--- src/rtl/f2d_arbiter.sv ---
// rtl/f2d_arbiter.sv - round-robin arbiter sharing one float-to-double converter
// Optional converter watchdog enabled by defining F2D_ARB_TIMEOUT_EN.
module f2d_arbiter #(
  parameter int NUM_REQ = 4,
  parameter int TIMEOUT = 15,
  parameter int ID_W    = $clog2(NUM_REQ)
) (
  input  logic                   clk,
  input  logic                   reset,
  input  logic [NUM_REQ-1:0]     req_valid,
  input  logic [32*NUM_REQ-1:0]  req_float,
  output logic [NUM_REQ-1:0]     req_ready,
  output logic                   resp_valid,
  input  logic                   resp_ready,
  output logic [ID_W-1:0]        resp_id,
  output logic [63:0]            resp_double,
  output logic                   resp_nan,
  output logic                   busy,
  output logic                   timeout_err,
  output logic                   cvt_reset,
  output logic [31:0]            cvt_float,
  input  logic [63:0]            cvt_double,
  input  logic                   cvt_done,
  input  logic                   cvt_nan
);

  typedef enum logic [1:0] {
    S_IDLE = 2'd0,
    S_RUN  = 2'd1,
    S_RESP = 2'd2
  } state_t;

  state_t          state;
  logic [ID_W-1:0] rr_ptr;
  logic [ID_W-1:0] grant_idx;
  logic            grant_hit;
  logic [ID_W:0]   cand;
  logic [31:0]     grant_float;
  logic [ID_W-1:0] next_ptr;

  if (NUM_REQ < 2 || NUM_REQ > 8 || TIMEOUT < 1) begin : g_param_check
    $error("f2d_arbiter: NUM_REQ must be 2..8 and TIMEOUT at least 1");
  end

  // Scan downward so the candidate closest to rr_ptr is the last one written.
  always_comb begin
    grant_hit = 1'b0;
    grant_idx = '0;
    cand      = '0;
    for (int k = NUM_REQ - 1; k >= 0; k--) begin
      cand = {1'b0, rr_ptr} + (ID_W+1)'(k);
      if (cand >= (ID_W+1)'(NUM_REQ)) begin
        cand = cand - (ID_W+1)'(NUM_REQ);
      end
      if (req_valid[cand[ID_W-1:0]]) begin
        grant_hit = 1'b1;
        grant_idx = cand[ID_W-1:0];
      end
    end
  end

  always_comb begin
    req_ready   = '0;
    grant_float = req_float[31:0];
    for (int i = 0; i < NUM_REQ; i++) begin
      if (grant_idx == ID_W'(i)) begin
        grant_float = req_float[32*i +: 32];
      end
    end
    if (state == S_IDLE && grant_hit) begin
      req_ready[grant_idx] = 1'b1;
    end
  end

  assign next_ptr = (resp_id == ID_W'(NUM_REQ - 1)) ? '0 : resp_id + 1'b1;

`ifdef F2D_ARB_TIMEOUT_EN
  localparam int CNT_W = $clog2(TIMEOUT + 1);
  logic [CNT_W-1:0] run_cnt;
`else
  assign timeout_err = 1'b0;
`endif

  always_ff @(posedge clk or negedge reset) begin
    if (!reset) begin
      state       <= S_IDLE;
      rr_ptr      <= '0;
      resp_valid  <= 1'b0;
      resp_id     <= '0;
      resp_double <= '0;
      resp_nan    <= 1'b0;
      busy        <= 1'b0;
      cvt_reset   <= 1'b0;
      cvt_float   <= '0;
`ifdef F2D_ARB_TIMEOUT_EN
      run_cnt     <= '0;
      timeout_err <= 1'b0;
`endif
    end else begin
      case (state)
        S_IDLE: begin
          if (grant_hit) begin
            cvt_float <= grant_float;
            resp_id   <= grant_idx;
            cvt_reset <= 1'b1;
            busy      <= 1'b1;
            state     <= S_RUN;
`ifdef F2D_ARB_TIMEOUT_EN
            run_cnt   <= '0;
`endif
          end
        end
        S_RUN: begin
          if (cvt_done) begin
            resp_double <= cvt_double;
            resp_nan    <= cvt_nan;
            resp_valid  <= 1'b1;
            cvt_reset   <= 1'b0;
            state       <= S_RESP;
          end
`ifdef F2D_ARB_TIMEOUT_EN
          // Abort at the end of the TIMEOUT-th RUN cycle with a canonical quiet NaN.
          else if (run_cnt == CNT_W'(TIMEOUT - 1)) begin
            resp_double <= 64'h7FF8000000000000;
            resp_nan    <= 1'b1;
            resp_valid  <= 1'b1;
            cvt_reset   <= 1'b0;
            timeout_err <= 1'b1;
            state       <= S_RESP;
          end else begin
            run_cnt <= run_cnt + 1'b1;
          end
`endif
        end
        S_RESP: begin
          if (resp_ready) begin
            resp_valid <= 1'b0;
            rr_ptr     <= next_ptr;
            busy       <= 1'b0;
            state      <= S_IDLE;
          end
        end
        default: begin
          state <= S_IDLE;
        end
      endcase
    end
  end

endmodule

--- config.mk ---
export PLATFORM = sky130hd
export DESIGN_NAME = f2d_arbiter
export DESIGN_NICKNAME = d
export VERILOG_FILES = /design/src/rtl/f2d_arbiter.sv
export SDC_FILE = /design/constraint.sdc
export NUM_CORES = 1
export LEC_CHECK = 0
export CAP_MARGIN = 20
export CORE_AREA = 2 2 119 121
export CTS_BUF_LIST = sky130_fd_sc_hd__clkbuf_16
export DETAILED_ROUTE_END_ITERATION = 8
export DIE_AREA = 0 0 121 123
export HOLD_SLACK_MARGIN = 0.1
export PLACE_DENSITY = 0.92
export SETUP_SLACK_MARGIN = 0.4
export SLEW_MARGIN = 20
export SYNTH_ARGS = -nofsm -noshare
export SYNTH_HDL_FRONTEND = slang
export SYNTH_SLANG_ARGS = --single-unit
--- constraint.sdc ---
create_clock -name clk -period 6.1 [get_ports clk]
set_input_delay 1.22 -clock clk [delete_from_list [all_inputs] [get_ports clk]]
set_output_delay 1.22 -clock clk [all_outputs]
set_load 0.01 [all_outputs]
==> results of run 1 <==
-- per-layer routing --
metal	wire, um	vias up	part of all wire	track usage
li1	-	2140	-	-
met1	6170	2228	0.38	0.2471
met2	8161	294	0.50	0.3708
met3	1316	52	0.081	0.04474
met4	682	0	0.042	0.1025
met5	0	-	0	0
-- final timing paths --
kind                                   start               to  slack [ns]  depth (start not counted)
worst max-delay path            req_valid[3]     req_ready[0]        1.24                          7
worst min-delay path               cvt_reset        cvt_reset        0.49                          2
worst max register to register     rr_ptr[1]    cvt_float[19]        3.51                          6
worst min register to register     cvt_reset        cvt_reset        0.49                          2
max in group asynchronous              reset  resp_double[38]        4.02                          2
min in group asynchronous              reset   resp_double[3]        0.87                          1
-- worst max-delay path, cell delays in order --
cell and delay, ns:
clkdlybuf4s50_1 0.62, nand2_1 0.15, a31o_4 0.37, nor2_4 0.15
buf_4 0.50, nor2_1 0.11, clkdlybuf4s50_1 0.50
-- per-stage QoR --
step                setup WS, ns  hold WS, ns  power [W]  instance area [um2]
finish                     1.244       0.4896   0.003899                 8631
floorplan                  2.521       0.4786   0.002339                 5182
global route               1.128       0.5125   0.004137                 8631
detailed placement         1.257       0.4740   0.003386                 8352
global placement           1.346       0.4659   0.003294                 8352
CTS                        1.260       0.4908   0.003933                 8631
-- power by group through the flow --
| stage | Clock, W | Combinational, W | Sequential [W] |
|---|---|---|---|
| 3_5_place_dp | 0 | 0.00210 | 0.00128 |
| 3_3_place_gp | 0 | 0.00203 | 0.00126 |
| 6_report | 0.000532 | 0.00209 | 0.00128 |
| 4_1_cts | 0.000553 | 0.00210 | 0.00128 |
| 2_1_floorplan | 0 | 0.000934 | 0.00140 |
| 5_1_grt | 0.000585 | 0.00223 | 0.00132 |
-- layout make-up --
cell class / count / area (um2) / share of cell area
clock buffer: 9 / 225.2 / 0.02609
clock inverter: 7 / 53.80 / 0.006234
inverter: 2 / 7.507 / 0.0008698
multi-input combinational: 274 / 2331 / 0.2701
sequential: 106 / 2653 / 0.3073
tap: 180 / 225.2 / 0.02609
timing repair buffer: 316 / 3136 / 0.3633
-- cells in the final DEF, fill, tap and decap left out, types with 2 or more instances in the layout --
| cell type | n |
|---|---|
| clkdlybuf4s50_1 | 305 |
| dfrtp_1 | 106 |
| mux2_2 | 70 |
| o21ai_0 | 36 |
| a21oi_1 | 35 |
| nand3_1 | 32 |
| a221o_1 | 32 |
| mux2_4 | 28 |
| buf_4 | 11 |
| nor2_1 | 10 |
| clkbuf_16 | 9 |
| nand2_1 | 6 |
| nand2b_1 | 3 |
| nor3b_1 | 2 |
| nor3_1 | 2 |
| a21o_1 | 2 |
| inv_1 | 2 |
| clkinv_1 | 2 |
| inv_8 | 2 |
| clkinvlp_4 | 2 |
-- logic make-up (layout without fill, tap and decap cells) --
kind of cell | Yosys count | in the layout
mux | 98 | 98
compound gates | 111 | 111
flops | 106 | 106
simple gates | 63 | 63
fa+ha+maj | 1 | 1
other cells | 1 | 1
buf+inv | 37 | 334
-- registers in the layout (all words and copies together) (netlist names) --
| name | count |
|---|---|
| rr_ptr | 2 |
| state | 2 |
| resp_id | 2 |
| busy | 1 |
| resp_valid | 1 |
| cvt_reset | 1 |
| resp_nan | 1 |
| cvt_float | 32 |
| resp_double | 64 |
==> results.py, run 1 <==
metrics = {
    "worst_setup_path": {
        "path_max_fanout": 33,
        "start_kind": "primary input",
        "end_kind": "primary output",
        "worstPathRequired_ns": 4.88,
        "cp_data_arrival_time_ns": 3.64,
        "path_class": "primary input to primary output",
    },
    "synth": {
        "syn_area_um2": 5182,
        "synth_top_family_by_area": "multiplexers",
        "synthXorXnorAreaFrac": 0,
        "synth_common_cells": "dfrtp_1 (106), mux2_2 (70), o21ai_0 (36)",
        "synth-compound-area-share": 0.1487,
        "synth-seq-cells": 106,
        "synth_cell_types": 33,
        "synth-edff-count": 0,
        "yosysWarnings": 0,
        "yosysMostFrequentCell": "dfrtp_1",
        "yosysTopAreaCell": "dfrtp_1",
        "syn_nets": 619,
        "synth_area_leaders": "dfrtp_1 (51%), mux2_2 (15%), mux2_4 (8.1%), a221o_1 (6.2%), o21ai_0 (3.5%)",
        "ys.flop_type": "dfrtp_1",
        "synth_top_area_frac": 0.5118,
        "avgSynthCellArea_um2": 12.43,
        "synthCells": 417,
        "muxShareOfSynthArea": 0.2332,
        "ys_async_sr_fraction": 1.000,
        "synthAdderAreaFrac": 0.002414,
        "synthSimpleGateAreaFrac": 0.06301,
        "ys_seq_area_frac": 0.5118,
    },
    "route": {
        "drc": 0,
        "wl_um": 16330,
        "ant_nets": 0,
        "num_vias": 4714,
        "drt_iter0_markers": 420,
        "firstDrtPassIters": 5,
        "wl_per_cell_um": 18.27,
        "via_per_inst": 5.273,
    },
    "timing": {
        "setup_violations": 0,
        "slew-limit-headroom": 0.4483,
        "slew_violations": 0,
        "grt_setup_unrepaired": "false",
        "fin_crit_ns": 4.856,
        "clock_skew_ns": 0.009730,
        "timing.fmax_mhz": 205.9,
        "setup_tns_ns": 0,
        "hold_viol": 0,
        "tightest_slew_ns": 0.8276,
        "timing.final.crit_share": 0.7960,
    },
    "finish": {
        "fillCellCount": 1020,
        "layout-drive-gt1-share": 0.1863,
        "fin_nets": 911,
        "n_antenna_cell": 0,
        "final_util": 0.6341,
        "area_growth_syn_to_layout_pct": 66.54,
        "instances_no_fill": 894,
    },
    "cts": {
        "clock_sinks": 106,
        "htreeDepth": 3,
        "clk_pin_slew_ns": 0.07,
        "cts-resized-gates": 0,
        "clock_path_buffers": 2,
        "cts_root_buf": "clkbuf_16",
        "cts_buffers": 9,
        "clock_latency_ns": 0.34,
        "cts_tree": "built",
        "cts_setup_buffers": 0,
        "hold_buffers": 0,
    },
    "floorplanning": {
        "core-area_um2": 13610,
        "die-area_um2": 14880,
        "start_util": 0.3807,
        "die-width_um": 121,
        "num_rows": 43,
        "die_y_um": 123,
        "io_pins": 308,
    },
    "pwr": {
        "p_seq_frac": 0.328,
        "vdd_ir_drop_max_mv": 0.1778,
        "cellPowerDensity_nw_per_um2": 451.8,
        "switching_power_w": 0.001327,
        "p_comb_frac": 0.536,
        "p_leak_nw": 3.528,
        "power_frac_clock": 0.137,
        "p_sw_frac": 0.3404,
        "p_int_w": 0.002572,
    },
    "place": {
        "gp_congestion": 0.9128,
        "dp.cells": 878,
        "io_buffers": 306,
        "dp_hpwl_um": 12730,
    },
    "grt": {
        "overflow": 0,
        "grt_pass1_vias": 4869,
        "grt_start_max_net_pins": 68,
        "track_usage": 0.2116,
        "grt_pass1_wl_um": 24620,
        "antenna_found_initial": 0,
    },
    "job": {
        "cap_violations": 0,
    },
    "min_path": {
        "hold_path_class": "register to register",
    },
    "run_status": {
        "outcome": "finished, final reports clean",
    },
}
(Power assumes the default switching activity.)
==> run 2, diff against run 1 <==
CORE_AREA = default   (was 2 2 119 121)
CORE_UTILIZATION = 38   (was default)
DIE_AREA = default   (was 0 0 121 123)
clock period = 4.8 ns   (was 6.1 ns; I/O delays follow)
==> run 2 against run 1 <==
Effect of this change: non-clock buffer count is 1 lower; combinational power is 28% higher; largest cell class unchanged; sequential cell count stayed put.
==> results.py, run 2 (synthesis results as in run 1) <==
metrics = {
    "run_status": {
        "outcome": "finished, final reports clean",
    },
    "route": {
        "wl_um": 16900,
        "firstDrtPassIters": 4,
        "num_vias": 4742,
        "via_per_inst": 5.334,
        "wl_per_cell_um": 19.01,
        "drc": 0,
        "drt_iter0_markers": 271,
        "ant_nets": 0,
    },
    "finish": {
        "top_regs": "resp_double x64, cvt_float x32",
        "area_growth_syn_to_layout_pct": 66.85,
        "mostFrequentLayoutCells": "clkdlybuf4s50_1 (305), dfrtp_1 (106), mux2_2 (70)",
        "fin_nets": 910,
        "instances_no_fill": 889,
        "largest_reg_flops": 64,
        "final_cell_area_um2": 8647,
        "n_antenna_cell": 0,
        "final_common_cell": "clkdlybuf4s50_1",
        "layout-drive-gt1-share": 0.1879,
        "top_register": "resp_double",
    },
    "cts": {
        "cts_buffers": 9,
        "cts_root_buf": "clkbuf_16",
        "clock_path_buffers": 2,
        "cts-resized-gates": 0,
        "clk_pin_slew_ns": 0.08,
        "htreeDepth": 3,
        "clock_sinks": 106,
        "cts_setup_buffers": 0,
        "clock_latency_ns": 0.35,
        "hold_buffers": 0,
        "cts_tree": "built",
    },
    "timing": {
        "grt_setup_unrepaired": "false",
        "postLayoutSetupSlackWorst_ns": 0.5995,
        "setup_tns_ns": 0,
        "timing.fmax_mhz": 238.1,
        "setup_violations": 0,
        "slew_violations": 0,
        "slew-limit-headroom": 0.4523,
        "timing.final.crit_share": 0.8751,
        "tightest_slew_ns": 0.8187,
        "fin_crit_ns": 4.201,
        "clock_skew_ns": 0.008281,
        "hold_viol": 0,
    },
    "floorplanning": {
        "start_util": 0.3898,
        "die-width_um": 118.8,
        "io_pins": 308,
        "die-area_um2": 14110,
        "core-area_um2": 13300,
        "num_rows": 42,
        "die_y_um": 118.8,
    },
    "worst_setup_path": {
        "cp_data_arrival_time_ns": 3.24,
        "cp_slowest_cell": "clkdlybuf4s50_1",
        "start_kind": "primary input",
        "crit_chain": "clkdlybuf4s50_1, nand2b_1, a211oi_2, or2_2, nor3b_1, clkdlybuf4s50_1",
        "worstPathRequired_ns": 3.84,
        "crit_top_cell": "clkdlybuf4s50_1",
        "path_class": "primary input to primary output",
        "end_kind": "primary output",
        "path_max_fanout": 6,
        "max_stage_delay_ns": 0.60,
    },
    "pwr": {
        "cellPowerDensity_nw_per_um2": 583.4,
        "vdd_ir_drop_max_mv": 0.2500,
        "p_total_w": 0.005044,
        "p_leak_nw": 3.540,
    },
    "grt": {
        "grt_pass1_vias": 4981,
        "antenna_found_initial": 0,
        "grt_start_max_net_pins": 64,
        "track_usage": 0.2381,
        "grt_pass1_wl_um": 26050,
        "overflow": 0,
    },
    "place": {
        "dp_hpwl_um": 12640,
        "io_buffers": 306,
        "pre_cts_ws_ns": 0.6476,
        "dp.cells": 873,
        "gp_congestion": 0.8501,
        "placed_area_um2": 8339,
    },
    "job": {
        "cap_violations": 0,
    },
    "min_path": {
        "hold_path_class": "register to register",
    },
}
## run 2: cell count changes in the layout (fill, tap and decap cells not counted)
| cell | before | now |
|---|---|---|
| clkinv_1 | 2 | 0 |
| buf_4 | 11 | 10 |
| clkinvlp_4 | 2 | 1 |
| inv_8 | 2 | 3 |
| inv_6 | 0 | 1 |
| clkinv_4 | 1 | 0 |
| clkinv_8 | 0 | 2 |
## run 2: path summary, 6_finish.rpt
kind                               from         endpoint  slack (ns)  cells past startpoint
hold / removal                cvt_reset        cvt_reset        0.48                      2
max in group asynchronous         reset  resp_double[47]        3.03                      2
hold reg to reg               cvt_reset        cvt_reset        0.48                      2
min in group asynchronous         reset  resp_double[17]        0.69                      1
setup reg to reg              rr_ptr[1]    cvt_float[17]        2.06                      6
setup / recovery           req_valid[3]     req_ready[1]        0.60                      6
## run 2: power by group
part	internal (W)	leakage (nW)	total, W	switching (W)
Clock	0.000374	0.148	0.000748	0.000373
Sequential	0.00135	1.27	0.00162	0.000275
Combinational	0.00156	2.12	0.00268	0.00112
Total	0.00328	3.54	0.00504	0.00177
## run 2: cell type report
cell class,count,area (um2)
clock buffer,9,225.2
clock inverter,7,82.58
fill,967,4648
inverter,2,7.507
multi-input combinational,274,2331
sequential,106,2653
tap,176,220.2
timing repair buffer,315,3128
## run 2: worst max-delay path, delay by kind of cell
kind,cells,cell delay [ns]
buffers and inverters,2,1.15
and+or+nand+nor,3,0.76
AOI/OAI and AO/OA,1,0.37
## run 2: metal layers
layer  wire length (um)  vias up  track usage
met5                  0        -            0
met4                794        0       0.1448
met3               1245       55      0.04826
met2               8558      283       0.4094
met1               6300     2273       0.2716
li1                   -     2131            -
## run 2: through the flow
step | hold slack, ns | util
6_report | 0.4823 | 0.6504
5_1_grt | 0.5192 | 0.6504
3_3_place_gp | 0.4662 | 0.6272
2_1_floorplan | 0.4786 | -
4_1_cts | 0.4915 | 0.6504
3_5_place_dp | 0.4730 | 0.6272
